`src/rtl/seg_scan_decoder_if.sv`:
```
// Multiplexed 7-segment bus as seen by the scan decoder, plus its recovered-frame outputs.
// master drives the segment bus; slave is the decoder.
interface seg_scan_decoder_if #(
  parameter int unsigned DIGITS = 4
);
  logic [7:0]          seg;
  logic [DIGITS-1:0]   dig_sel;
  logic [4*DIGITS-1:0] bcd;
  logic [DIGITS-1:0]   digit_err;
  logic                frame_valid;
  logic [7:0]          frame_cnt;

  modport master (
    output seg, dig_sel,
    input  bcd, digit_err, frame_valid, frame_cnt
  );

  modport slave (
    input  seg, dig_sel,
    output bcd, digit_err, frame_valid, frame_cnt
  );
endinterface

```
`src/rtl/seg_scan_decoder.sv`:
```
// Recovers BCD digits from a multiplexed 7-segment bus: debounces each digit dwell,
// decodes the pattern and publishes a frame once every position has been captured.
module seg_scan_decoder #(
  parameter int unsigned DIGITS = 4,
  parameter int unsigned STABLE = 3
) (
  input logic               clk,
  input logic               rst_n,
  seg_scan_decoder_if.slave bus
);
  localparam int unsigned RunW = $clog2(STABLE + 1);
  localparam logic [RunW-1:0] RunMax = RunW'(STABLE);
  localparam logic [RunW-1:0] RunCap = RunW'(STABLE - 1);

  typedef enum logic [0:0] {StCollect, StPublish} state_e;

  state_e              state_q, state_d;
  logic [7:0]          s_seg_q;
  logic [DIGITS-1:0]   s_sel_q;
  logic [RunW-1:0]     run_q, run_d;
  logic [4*DIGITS-1:0] wbcd_q, wbcd_d, bcd_q, bcd_d;
  logic [DIGITS-1:0]   werr_q, werr_d, err_q, err_d, mask_q, mask_d, mask_new;
  logic [7:0]          frame_cnt_q, frame_cnt_d;
  logic                onehot, same, capture, complete, publish;
  logic [3:0]          dec_val;
  logic                dec_err;

  assign onehot = (bus.dig_sel != '0) && ((bus.dig_sel & (bus.dig_sel - DIGITS'(1))) == '0);
  assign same   = ({bus.seg, bus.dig_sel} == {s_seg_q, s_sel_q});

  always_comb begin
    run_d = '0;
    if (onehot) begin
      if (!same)                run_d = RunW'(1);
      else if (run_q == RunMax) run_d = RunMax;
      else                      run_d = run_q + RunW'(1);
    end
  end

  // Saturation at RunMax means a long dwell never re-enters the capture condition.
  assign capture = onehot && same && (run_q == RunCap);

  always_comb begin
    dec_err = 1'b0;
    unique case (bus.seg)
      8'hBF:   dec_val = 4'd0;
      8'h86:   dec_val = 4'd1;
      8'hDB:   dec_val = 4'd2;
      8'hCF:   dec_val = 4'd3;
      8'hE6:   dec_val = 4'd4;
      8'hED:   dec_val = 4'd5;
      8'hFD:   dec_val = 4'd6;
      8'h87:   dec_val = 4'd7;
      8'hFF:   dec_val = 4'd8;
      8'hEF:   dec_val = 4'd9;
      default: begin
        dec_val = 4'hF;
        dec_err = 1'b1;
      end
    endcase
  end

  always_comb begin
    wbcd_d   = wbcd_q;
    werr_d   = werr_q;
    mask_new = mask_q;
    if (capture) begin
      for (int i = 0; i < int'(DIGITS); i++) begin
        if (bus.dig_sel[i]) begin
          wbcd_d[4*i +: 4] = dec_val;
          werr_d[i]        = dec_err;
          mask_new[i]      = 1'b1;
        end
      end
    end
  end

  assign complete    = capture && (&mask_new);
  assign publish     = complete && (state_q == StCollect);
  assign mask_d      = publish ? '0 : mask_new;
  assign bcd_d       = publish ? wbcd_d : bcd_q;
  assign err_d       = publish ? werr_d : err_q;
  assign frame_cnt_d = publish ? frame_cnt_q + 8'd1 : frame_cnt_q;

  always_ff @(posedge clk or negedge rst_n) begin
    if (!rst_n) begin
      s_seg_q     <= '0;
      s_sel_q     <= '0;
      run_q       <= '0;
      wbcd_q      <= '0;
      werr_q      <= '0;
      mask_q      <= '0;
      bcd_q       <= '0;
      err_q       <= '0;
      frame_cnt_q <= '0;
    end else begin
      s_seg_q     <= bus.seg;
      s_sel_q     <= bus.dig_sel;
      run_q       <= run_d;
      wbcd_q      <= wbcd_d;
      werr_q      <= werr_d;
      mask_q      <= mask_d;
      bcd_q       <= bcd_d;
      err_q       <= err_d;
      frame_cnt_q <= frame_cnt_d;
    end
  end

  always_ff @(posedge clk or negedge rst_n) begin
    if (!rst_n) state_q <= StCollect;
    else        state_q <= state_d;
  end

  always_comb begin
    state_d = state_q;
    unique case (state_q)
      StCollect: if (complete) state_d = StPublish;
      StPublish: state_d = StCollect;
      default:   state_d = StCollect;
    endcase
  end

  always_comb begin
    bus.frame_valid = (state_q == StPublish);
  end

  assign bus.bcd       = bcd_q;
  assign bus.digit_err = err_q;
  assign bus.frame_cnt = frame_cnt_q;
endmodule

```
`src/flat_wrapper.sv`:
```
// flat-port wrapper written by rule: the top's interface ports become plain ports
module seg_scan_decoder_flat 
#(
  parameter int unsigned DIGITS = 4,
  parameter int unsigned STABLE = 3
)
  (clk, rst_n, bus_seg, bus_dig_sel, bus_bcd, bus_digit_err, bus_frame_valid, bus_frame_cnt);
  seg_scan_decoder_if #(.DIGITS(DIGITS)) bus_i ();
  input logic clk;
  input logic rst_n;
  input wire logic [$bits(bus_i.seg)-1:0] bus_seg;
  input wire logic [$bits(bus_i.dig_sel)-1:0] bus_dig_sel;
  output wire logic [$bits(bus_i.bcd)-1:0] bus_bcd;
  output wire logic [$bits(bus_i.digit_err)-1:0] bus_digit_err;
  output wire logic [$bits(bus_i.frame_valid)-1:0] bus_frame_valid;
  output wire logic [$bits(bus_i.frame_cnt)-1:0] bus_frame_cnt;
  assign bus_i.seg = bus_seg;
  assign bus_i.dig_sel = bus_dig_sel;
  assign bus_bcd = bus_i.bcd;
  assign bus_digit_err = bus_i.digit_err;
  assign bus_frame_valid = bus_i.frame_valid;
  assign bus_frame_cnt = bus_i.frame_cnt;
  seg_scan_decoder #(.DIGITS(DIGITS), .STABLE(STABLE)) u_core (.clk(clk), .rst_n(rst_n), .bus(bus_i));
endmodule
```
`config.mk`:
```
export PLATFORM = sky130hd
export DESIGN_NAME = seg_scan_decoder_flat
export DESIGN_NICKNAME = d
export VERILOG_FILES = /design/src/rtl/seg_scan_decoder_if.sv /design/src/rtl/seg_scan_decoder.sv /design/src/flat_wrapper.sv
export SDC_FILE = /design/constraint.sdc
export NUM_CORES = 1
export LEC_CHECK = 0
export ABC_AREA = 1
export BUFFER_PORTS_ARGS = -buffer_cell sky130_fd_sc_hd__buf_2
export CAP_MARGIN = 15
export CORE_ASPECT_RATIO = 2
export CORE_MARGIN = 5
export CORE_UTILIZATION = 55
export CTS_BUF_LIST = sky130_fd_sc_hd__clkbuf_16
export DETAILED_ROUTE_END_ITERATION = 8
export HOLD_SLACK_MARGIN = 0.03
export PLACE_DENSITY_LB_ADDON = 0.3
export SLEW_MARGIN = 20
export SYNTH_ARGS = -nofsm -noshare
export SYNTH_HDL_FRONTEND = slang
export SYNTH_SLANG_ARGS = --single-unit
```
`constraint.sdc`:
```
create_clock -name clk -period 2.5 [get_ports clk]
set_clock_uncertainty 0.15 [all_clocks]
set_input_delay 0.5 -clock clk [delete_from_list [all_inputs] [get_ports clk]]
set_output_delay 0.5 -clock clk [all_outputs]
set_load 0.005 [all_outputs]
```
# Word-level counts from Yosys, hierarchy flattened
# Index checks and enable logic that the tools add are counted.
# totals
reg_bits,67
inputBits,14
output_inout_bits,29
word_cells,60
# op_classes
add_sub_neg,3
n_eq_ne,13
muxes,23
bitwise,2
reduce_logical,9
# op_table
operator,n
$eq A8 B8 Y1 const B,10
$pmux W4 S10,1
$mux W4,7
$mux W16,1
$eq A12 B12 Y1,1
$mux W1,10
$reduce_or A10 Y1,1
$add A8 B1 Y8 const B,1
$mux W2,3
$logic_and A1 B1 Y1,5
$and A4 B4 Y4,1
$eq A2 B2 Y1 const B,2
$logic_not A4 Y1,1
$reduce_and A4 Y1,1
$reduce_bool A4 Y1,1
$sub A4 B1 Y4 const B,1
$add A2 B1 Y2 const B,1
$pmux W1 S2,1
$not A1 Y1,1

# Logic depth before layout (Yosys ltp)
# Gate-level depths: netlist of the first run.
# logic_depth
ltp_word,11
mapped_depth,15

# Worst setup path before layout of the first run
# No wires, ideal clock.
# synth_timing
path_type,input port to flip-flop
start,in bus_seg[1]
end,reg u_core.frame_cnt_q[0] (netlist: u_core.bus.frame_cnt[0])
t_arrival_ns,1.918
required_time_ns,2.233
slack_ns,0.315
cell_stages,15
path_buffers,1
path_cell_list,inv_2 nand2_1 nand2_1 nand2_1 nor2_4 nand2_2 nor2_4 nand4_2 nand2_2 nand3_2 nor2_4 inv_2 buf_6 nand2_1 nand2_1
# synth_between
elab_chain_cells,7
# synth_lines
item,line_no,rtl
"start, declared",flat_wrapper.sv:11,input wire logic [$bits(bus_i.seg)-1:0] bus_seg;
$eq A12 B12 Y1 *,seg_scan_decoder.sv:29,"assign same = ({bus.seg, bus.dig_sel} == {s_seg_q, s_sel_q});"
$logic_and A1 B1 Y1 * (2 in a row),seg_scan_decoder.sv:41,assign capture = onehot && same && (run_q == RunCap);
$mux W4,seg_scan_decoder.sv:67,if (capture) begin
$reduce_and A4 Y1,seg_scan_decoder.sv:78,assign complete = capture && (&mask_new);
$logic_and A1 B1 Y1 *,seg_scan_decoder.sv:78,
$logic_and A1 B1 Y1 *,seg_scan_decoder.sv:79,assign publish = complete && (state_q == StCollect);
"end signal, assigned",seg_scan_decoder.sv:105,frame_cnt_q <= frame_cnt_d;
"end, declared",seg_scan_decoder.sv:23,"logic [7:0] frame_cnt_q, frame_cnt_d;"
# Every way passes the cells marked *; elsewhere a longest branch is shown, timed or not.
# A chain may end at the register's enable or synchronous reset.

# Worst setup path after layout of the first run
# layout_timing
start,reg u_core.s_sel_q[0]
end,reg u_core.frame_cnt_q[6] (netlist: u_core.bus.frame_cnt[6])
# layout_between
elab_chain_cells,7
# layout_lines
item,line_no,rtl
"start, declared",seg_scan_decoder.sv:19,logic [DIGITS-1:0] s_sel_q;
"start signal, assigned",seg_scan_decoder.sv:98,s_sel_q <= bus.dig_sel;
$eq A12 B12 Y1 *,seg_scan_decoder.sv:29,
$logic_and A1 B1 Y1 * (2 in a row),seg_scan_decoder.sv:41,
$mux W4,seg_scan_decoder.sv:67,
$reduce_and A4 Y1,seg_scan_decoder.sv:78,
$logic_and A1 B1 Y1 *,seg_scan_decoder.sv:78,
$logic_and A1 B1 Y1 *,seg_scan_decoder.sv:79,
# Marks and branches as above.

==> results of run 1 <==
synth_stat cells:
| cell type | n | area [um2] |
|---|---|---|
| buf_6 | 5 | 56.3 |
| nand2_1 | 162 | 608 |
| a21oi_1 | 4 | 20.0 |
| a22oi_4 | 1 | 21.3 |
| xnor2_1 | 5 | 43.8 |
| ha_1 | 1 | 12.5 |
| dfrtp_1 | 67 | 1680 |
| o2111ai_1 | 1 | 8.76 |
| inv_1 | 34 | 128 |
| nand2_2 | 4 | 25.0 |
| nor2_1 | 10 | 37.5 |
| o31ai_1 | 1 | 7.51 |
| o211a_1 | 1 | 10.0 |
| nor3_1 | 3 | 15.0 |
| nand3b_1 | 1 | 7.51 |
| o22ai_1 | 1 | 6.26 |
| nand4_2 | 4 | 50.1 |
| nand3_2 | 2 | 20.0 |
| xor2_1 | 7 | 61.3 |
| nand4_1 | 8 | 50.1 |
| o21ai_0 | 10 | 50.1 |
| nor2_2 | 3 | 18.8 |
| nand3_1 | 9 | 45.0 |
| nor2_4 | 3 | 33.8 |
| inv_2 | 3 | 11.3 |
cell families after synthesis:
kind of cell | count (synthesis) | synth area share
flip-flops | 67 | 0.554
adder cells (fa/ha/maj) | 1 | 0.00414
AND/OR/NAND/NOR | 209 | 0.301
AO/OA/AOI/OAI | 19 | 0.0410
XOR/XNOR | 12 | 0.0348
buffers and inverters | 42 | 0.0645
per-layer routing:
metal | up-vias | global-route usage | routed length (um)
met4 | 0 | 0.0850 | 101
li1 | 1208 | - | -
met3 | 7 | 0.0440 | 196
met5 | - | 0 | 0
met2 | 39 | 0.333 | 3340
met1 | 1096 | 0.210 | 2430
how the worst max path moves through the flow:
stage                                startpoint                                   to  slack, ps
finish              u_core.s_sel_q[0]$_DFF_PN0_  u_core.bus.frame_cnt[6]$_DFFE_PN0P_        340
global route        u_core.s_sel_q[0]$_DFF_PN0_  u_core.bus.frame_cnt[6]$_DFFE_PN0P_        130
CTS                 u_core.s_sel_q[0]$_DFF_PN0_  u_core.bus.frame_cnt[6]$_DFFE_PN0P_        290
detailed placement               bus_dig_sel[0]  u_core.bus.frame_cnt[6]$_DFFE_PN0P_         80
global placement                     bus_seg[1]  u_core.bus.frame_cnt[6]$_DFFE_PN0P_        150
floorplan                            bus_seg[1]  u_core.bus.frame_cnt[0]$_DFFE_PN0P_        320
worst register-to-register path, stage by stage, from the launching register on:
cell     delay (ps)
dfrtp_1         370
xnor2_1         160
nand2_1         120
nor2_4          100
nand2_2          60
nor2_4          190
nand4_2         140
nand2_1         140
nand3_2         100
nor2_4          150
buf_4           200
nand2_1          70
nand2_1          60
nand2_1          50
report_power, final:
| part | switching, uW | leakage, uW | internal (uW) |
|---|---|---|---|
| registers | 6.10 | 0.000886 | 1100 |
| logic | 69.7 | 0.00109 | 31.6 |
| clock network | 409 | 0.000138 | 647 |
| total | 484 | 0.00212 | 1780 |
cell type report:
type	count	area share
clock buffer	9	0.0626
multi-input combinational	241	0.320
inverter	37	0.0386
sequential	67	0.466
tap	60	0.0209
timing repair buffer	51	0.0841
clock inverter	7	0.00799
state kept, by name (all words and copies together) (netlist names):
| name | cells |
|---|---|
| u_core.s_seg_q | 8 |
| u_core.werr_q | 4 |
| u_core.bus.digit_err | 4 |
| u_core.s_sel_q | 4 |
| u_core.bus.frame_valid | 1 |
| u_core.bus.frame_cnt | 8 |
| u_core.wbcd_q | 16 |
| u_core.run_q | 2 |
| u_core.mask_q | 4 |
| u_core.bus.bcd | 16 |
per-stage QoR:
stage / area [um2] / hold slack, ps / setup WS [ps] / util / total power, uW
2_1_floorplan: 3020 / 54.4 / 315 / - / 1170
3_3_place_gp: 3350 / 300 / 146 / 0.623 / 1220
3_5_place_dp: 3350 / 305 / 81.3 / 0.623 / 1230
4_1_cts: 3600 / 48.5 / 294 / 0.670 / 2290
5_1_grt: 3600 / 66.1 / 129 / 0.670 / 2360
6_report: 3600 / 31.1 / 343 / 0.670 / 2260
placed cells by master (no fill, tap or decap), types with 2 or more instances in the layout:
master | synthesis | final
nand3_1 | 9 | 9
clkinv_1 | 0 | 2
nand3_2 | 2 | 2
xor2_1 | 7 | 7
xnor2_1 | 5 | 5
nand2_1 | 162 | 162
clkinv_2 | 0 | 2
o21ai_0 | 10 | 10
nand4_1 | 8 | 8
buf_12 | 0 | 2
dfrtp_1 | 67 | 67
nor3_1 | 3 | 3
buf_4 | 0 | 7
inv_2 | 3 | 3
nand2_2 | 4 | 4
clkbuf_16 | 0 | 9
inv_1 | 34 | 37
nor2_2 | 3 | 3
nor2_4 | 3 | 3
buf_2 | 0 | 42
nor2_1 | 10 | 10
nand4_2 | 4 | 4
a21oi_1 | 4 | 4
==> results.sh, run 1 <==
export IMPL_start_util=0.563
export IMPL_multi_input_area_um2=1150
export IMPL_end_kind="flop"
export IMPL_numPortBuffers=42
export IMPL_ctsHoldBuffers=0
export IMPL_grt_setup_unrepaired="no"
export IMPL_drc_errors=0
export IMPL_drt_pre_antenna_iters=4
export IMPL_tns_ps=0
export IMPL_crit_buf_inv=1
export IMPL_grt_start_max_net_pins=68
export IMPL_status="complete, no violations"
export IMPL_worst_path_max_delay_cell="dfrtp_1"
export IMPL_via_per_inst=4.98
export IMPL_cts_made_buffers=9
export IMPL_grt_pass1_wl_um=10700
export IMPL_ctsHtreeMaxLevel=3
export IMPL_grt_overflow_total=0
export IMPL_cts_tree="done"
export IMPL_die_h_um=115
export IMPL_nets=422
export IMPL_syn_area_um2=3020
export IMPL_seq_area_um2=1680
export IMPL_first_iter_violations=99
export IMPL_hold_path_class="primary input to async pin"
export IMPL_rows=38
export IMPL_post_dp_hpwl_um=4280
export IMPL_gp_congestion=0.793
export IMPL_area_delta_synth_final_pct=19.0
export IMPL_wire_per_inst_um=12.9
export IMPL_max_cap_violations=0
export IMPL_syn_instance_count=350
export IMPL_ant_nets=0
export IMPL_worst_slew_pin_slew_ps=368
export IMPL_yosysWarnings=0
export IMPL_design_portCount=43
export IMPL_r2r_slack_ps=340
export IMPL_reg2regPathDepth=13
export IMPL_grt_pass1_vias=2387
export IMPL_critical_path_class="flop to flop"
export IMPL_worstPathCellList="xnor2_1 -> nand2_1 -> nor2_4 -> nand2_2 -> nor2_4 -> nand4_2 -> nand2_1 -> nand3_2 -> nor2_4 -> buf_4 -> nand2_1 -> nand2_1 -> nand2_1"
export IMPL_cpMostUsedCell="nand2_1"
export IMPL_clk_latency_ps=320
export IMPL_grt_usage=0.187
export IMPL_routed_wl_um=6070
export IMPL_fill_cells=453
export IMPL_antenna_found_initial=0
export IMPL_peakVddDrop_v=0.000590
export IMPL_numClockSinks=67
export IMPL_cp_num_cells=13
export IMPL_max_stage_delay_ps=370
export IMPL_cts_setup_buffers=0
export IMPL_start_kind="flop"
export IMPL_fin_crit_ps=2160
export IMPL_timing_rr_start="u_core.s_sel_q[0]$_DFF_PN0_"
export IMPL_cp_required_ps=2560
export IMPL_vias=2350
export IMPL_seq_area_frac_synth=0.554
export IMPL_place_inst=456
export IMPL_worstPathMaxFanout=12
export IMPL_die_w_um=62.4
export IMPL_cts_max_path_buffers=2
export IMPL_fmax_mhz=464
export IMPL_powerDensity_nw_per_um2=628
export IMPL_drv_slew=0
export IMPL_postSynthNetCount=365
export IMPL_antenna_cells=0
export IMPL_syn_avg_cell_area_um2=8.64
export IMPL_final_cells=472
export IMPL_p_leak_uw=0.00212
export IMPL_setup_viol=0
export IMPL_hold_viol_final=0
export IMPL_yosys_cell_types_count=25
export IMPL_cts_root_buf="clkbuf_16"
export IMPL_ys_ff_latch=67
export IMPL_r2r_end="u_core.bus.frame_cnt[6]$_DFFE_PN0P_"
export IMPL_finalCritPeriodShare=0.863
export IMPL_cts_clk_slew_worst_paths_ps=50
export IMPL_drive_above_1_share=0.199
export IMPL_cts_resized=0
export IMPL_coreArea_um2=5370
export IMPL_cp_arrival_ps=2220
export IMPL_critPathTopFamily="simple AND/OR/NAND/NOR gates"
export IMPL_dieArea_um2=7170
export IMPL_timing_slew_headroom=0.754
No activity file was read; power rests on OpenSTA's default activity.
==> run 2, diff against run 1 <==
==> constraint.sdc (replaced) <==
create_clock -name clk -period 2.8 [get_ports clk]
set_clock_uncertainty 0.15 [all_clocks]
set_input_delay 0.56 -clock clk [delete_from_list [all_inputs] [get_ports clk]]
set_output_delay 0.56 -clock clk [all_outputs]
set_load 0.005 [all_outputs]
==> run 2 against run 1 <==
Effect of this change: first-iteration DRC count shrank 8.1%; combinational power shrank 11%; critical path depth grew 3; total power shrank 2.7%; die area is the same; critical endpoint is now u_core.bus.frame_cnt[2]$_DFFE_PN0P_; largest cell class unchanged; largest power group is now the clock network.
==> results.sh, run 2 (synthesized netlist as in run 1, its figures left out) <==
export IMPL_grt_start_max_net_pins=27
export IMPL_area_delta_synth_final_pct=19.4
export IMPL_crit_buf_inv=4
export IMPL_pwr_share_seq=0.448
export IMPL_r2r_slack_ps=690
export IMPL_fin_crit_ps=2140
export IMPL_peakVddDrop_v=0.000584
export IMPL_cp_required_ps=2860
export IMPL_ctsHoldBuffers=0
export IMPL_status="complete, no violations"
export IMPL_routed_wl_um=6010
export IMPL_rows=38
export IMPL_fmax_mhz=467
export IMPL_die_h_um=115
export IMPL_setup_ws_ps=661
export IMPL_via_per_inst=5.01
export IMPL_cts_made_buffers=9
export IMPL_gr_usage_met2=0.328
export IMPL_layout_commonest_cell="nand2_1"
export IMPL_clkPwrFrac=0.511
export IMPL_cts_clk_slew_worst_paths_ps=50
export IMPL_worstPathCellList="buf_2 -> inv_1 -> nand2_1 -> nand2_1 -> nand2_1 -> nor2_2 -> nand2_2 -> nor2_4 -> nand3_1 -> inv_1 -> nand3_2 -> nor2_4 -> buf_4 -> nand2_1 -> nand2_1 -> nand2_1"
export IMPL_max_cap_violations=0
export IMPL_tns_ps=0
export IMPL_placed_area_um2=3310
export IMPL_cpMostUsedCell="nand2_1"
export IMPL_cts_root_buf="clkbuf_16"
export IMPL_use_met1=0.210
export IMPL_hold_viol_final=0
export IMPL_antenna_found_initial=0
export IMPL_p_total_uw=2200
export IMPL_clk_latency_ps=320
export IMPL_cts_max_path_buffers=2
export IMPL_p_int_uw=1770
export IMPL_switchingPower_uw=433
export IMPL_comb_power_share=0.041
export IMPL_worstPathMaxFanout=12
export IMPL_drive_above_1_share=0.200
export IMPL_fill_cells=443
export IMPL_numClockSinks=67
export IMPL_cp_arrival_ps=2200
export IMPL_end_kind="flop"
export IMPL_drt_pre_antenna_iters=4
export IMPL_dieArea_um2=7170
export IMPL_grt_usage=0.186
export IMPL_grt_setup_unrepaired="no"
export IMPL_finalCritPeriodShare=0.764
export IMPL_gp_congestion=0.840
export IMPL_design_area_um2=3610
export IMPL_grt_pass1_vias=2489
export IMPL_powerDensity_nw_per_um2=609
export IMPL_design_portCount=43
export IMPL_met3_usage=0.0420
export IMPL_start_util=0.563
export IMPL_p_leak_uw=0.00212
export IMPL_grt_busiest_layer="met2"
export IMPL_numPortBuffers=42
export IMPL_drv_slew=0
export IMPL_grt_overflow_total=0
export IMPL_cts_setup_buffers=0
export IMPL_dp_slack_ps=322
export IMPL_drc_errors=0
export IMPL_start_kind="primary input"
export IMPL_grt_pass1_wl_um=10700
export IMPL_layout_common_cells="162 x nand2_1, 67 x dfrtp_1, 42 x buf_2"
export IMPL_vias=2350
export IMPL_setup_viol=0
export IMPL_worst_path_max_delay_cell="buf_4"
export IMPL_die_w_um=62.4
export IMPL_coreArea_um2=5370
export IMPL_post_dp_hpwl_um=4410
export IMPL_cts_resized=0
export IMPL_cts_tree="done"
export IMPL_antenna_cells=0
export IMPL_worst_slew_pin_slew_ps=495
export IMPL_first_iter_violations=91
export IMPL_timing_slew_headroom=0.670
export IMPL_wire_per_inst_um=12.8
export IMPL_critPathTopFamily="simple AND/OR/NAND/NOR gates"
export IMPL_hold_path_class="primary input to async pin"
export IMPL_max_stage_delay_ps=190
export IMPL_nets=421
export IMPL_power_share_switching=0.197
export IMPL_ctsHtreeMaxLevel=3
export IMPL_critical_path_class="primary input to flop"
export IMPL_ant_nets=0
==> run 2: changes by cell type in the layout (fill, tap and decap cells not counted), sizes merged <==
cell    previous run  this run
clkinv             4         1
buf               51        50
inv               40        39
bufinv             0         2
==> run 2: routing by layer <==
layer	routed length, um	vias to the layer above
met5	0	-
met4	112	0
met3	197	11
met2	3230	36
met1	2470	1101
li1	-	1202
==> run 2: cell type report <==
type                    instances  area [um2]  share of cell area
multi-input cells             241        1150               0.319
clock buffers                   9         225              0.0624
well taps                      60        75.1              0.0208
inverters                      37         139              0.0385
flip-flops and latches         67        1680               0.464
repair buffers                 50         270              0.0748
clock inverters                 5        72.6              0.0201
==> run 2: path summary, 6_finish.rpt <==
kind                            cells after the start                                  end                            from
max in group asynchronous                           2          u_core.s_sel_q[2]$_DFF_PN0_                           rst_n
worst max register to register                     13  u_core.bus.frame_cnt[2]$_DFFE_PN0P_     u_core.s_sel_q[0]$_DFF_PN0_
min in group clk                                    1          u_core.s_seg_q[6]$_DFF_PN0_                      bus_seg[6]
worst min-delay path                                1  u_core.bus.digit_err[3]$_DFFE_PN0P_                           rst_n
worst max-delay path                               16  u_core.bus.frame_cnt[2]$_DFFE_PN0P_                      bus_seg[4]
worst min register to register                      2       u_core.bus.bcd[12]$_DFFE_PN0P_  u_core.bus.bcd[12]$_DFFE_PN0P_
==> run 2: power groups by stage <==
stage                     Combinational (uW)  Sequential [uW]  Clock (uW)
after floorplan                         42.0             1000           0
after global placement                  87.5             1000           0
after detailed placement                91.1             1000           0
after CTS                               91.7              985        1140
after global routing                     103              986        1180
final                                   89.4              985        1120
==> run 2: worst reg2reg max path, stage by stage (launching register included) <==
cell	delay, ps
dfrtp_1	370
xnor2_1	150
nand2_1	110
nor2_4	100
nand2_2	60
nor2_4	190
nand3_1	100
inv_1	160
nand3_2	110
nor2_4	140
buf_4	190
nand2_1	70
nand2_1	60
nand2_1	50
==> run 2: per-stage QoR <==
stage / hold slack (ps) / util / cells
2_1_floorplan: 114 / - / 350
3_3_place_gp: 301 / 0.617 / 455
3_5_place_dp: 303 / 0.617 / 455
4_1_cts: 56.2 / 0.672 / 469
5_1_grt: 93.3 / 0.672 / 469
6_report: 49.7 / 0.672 / 469
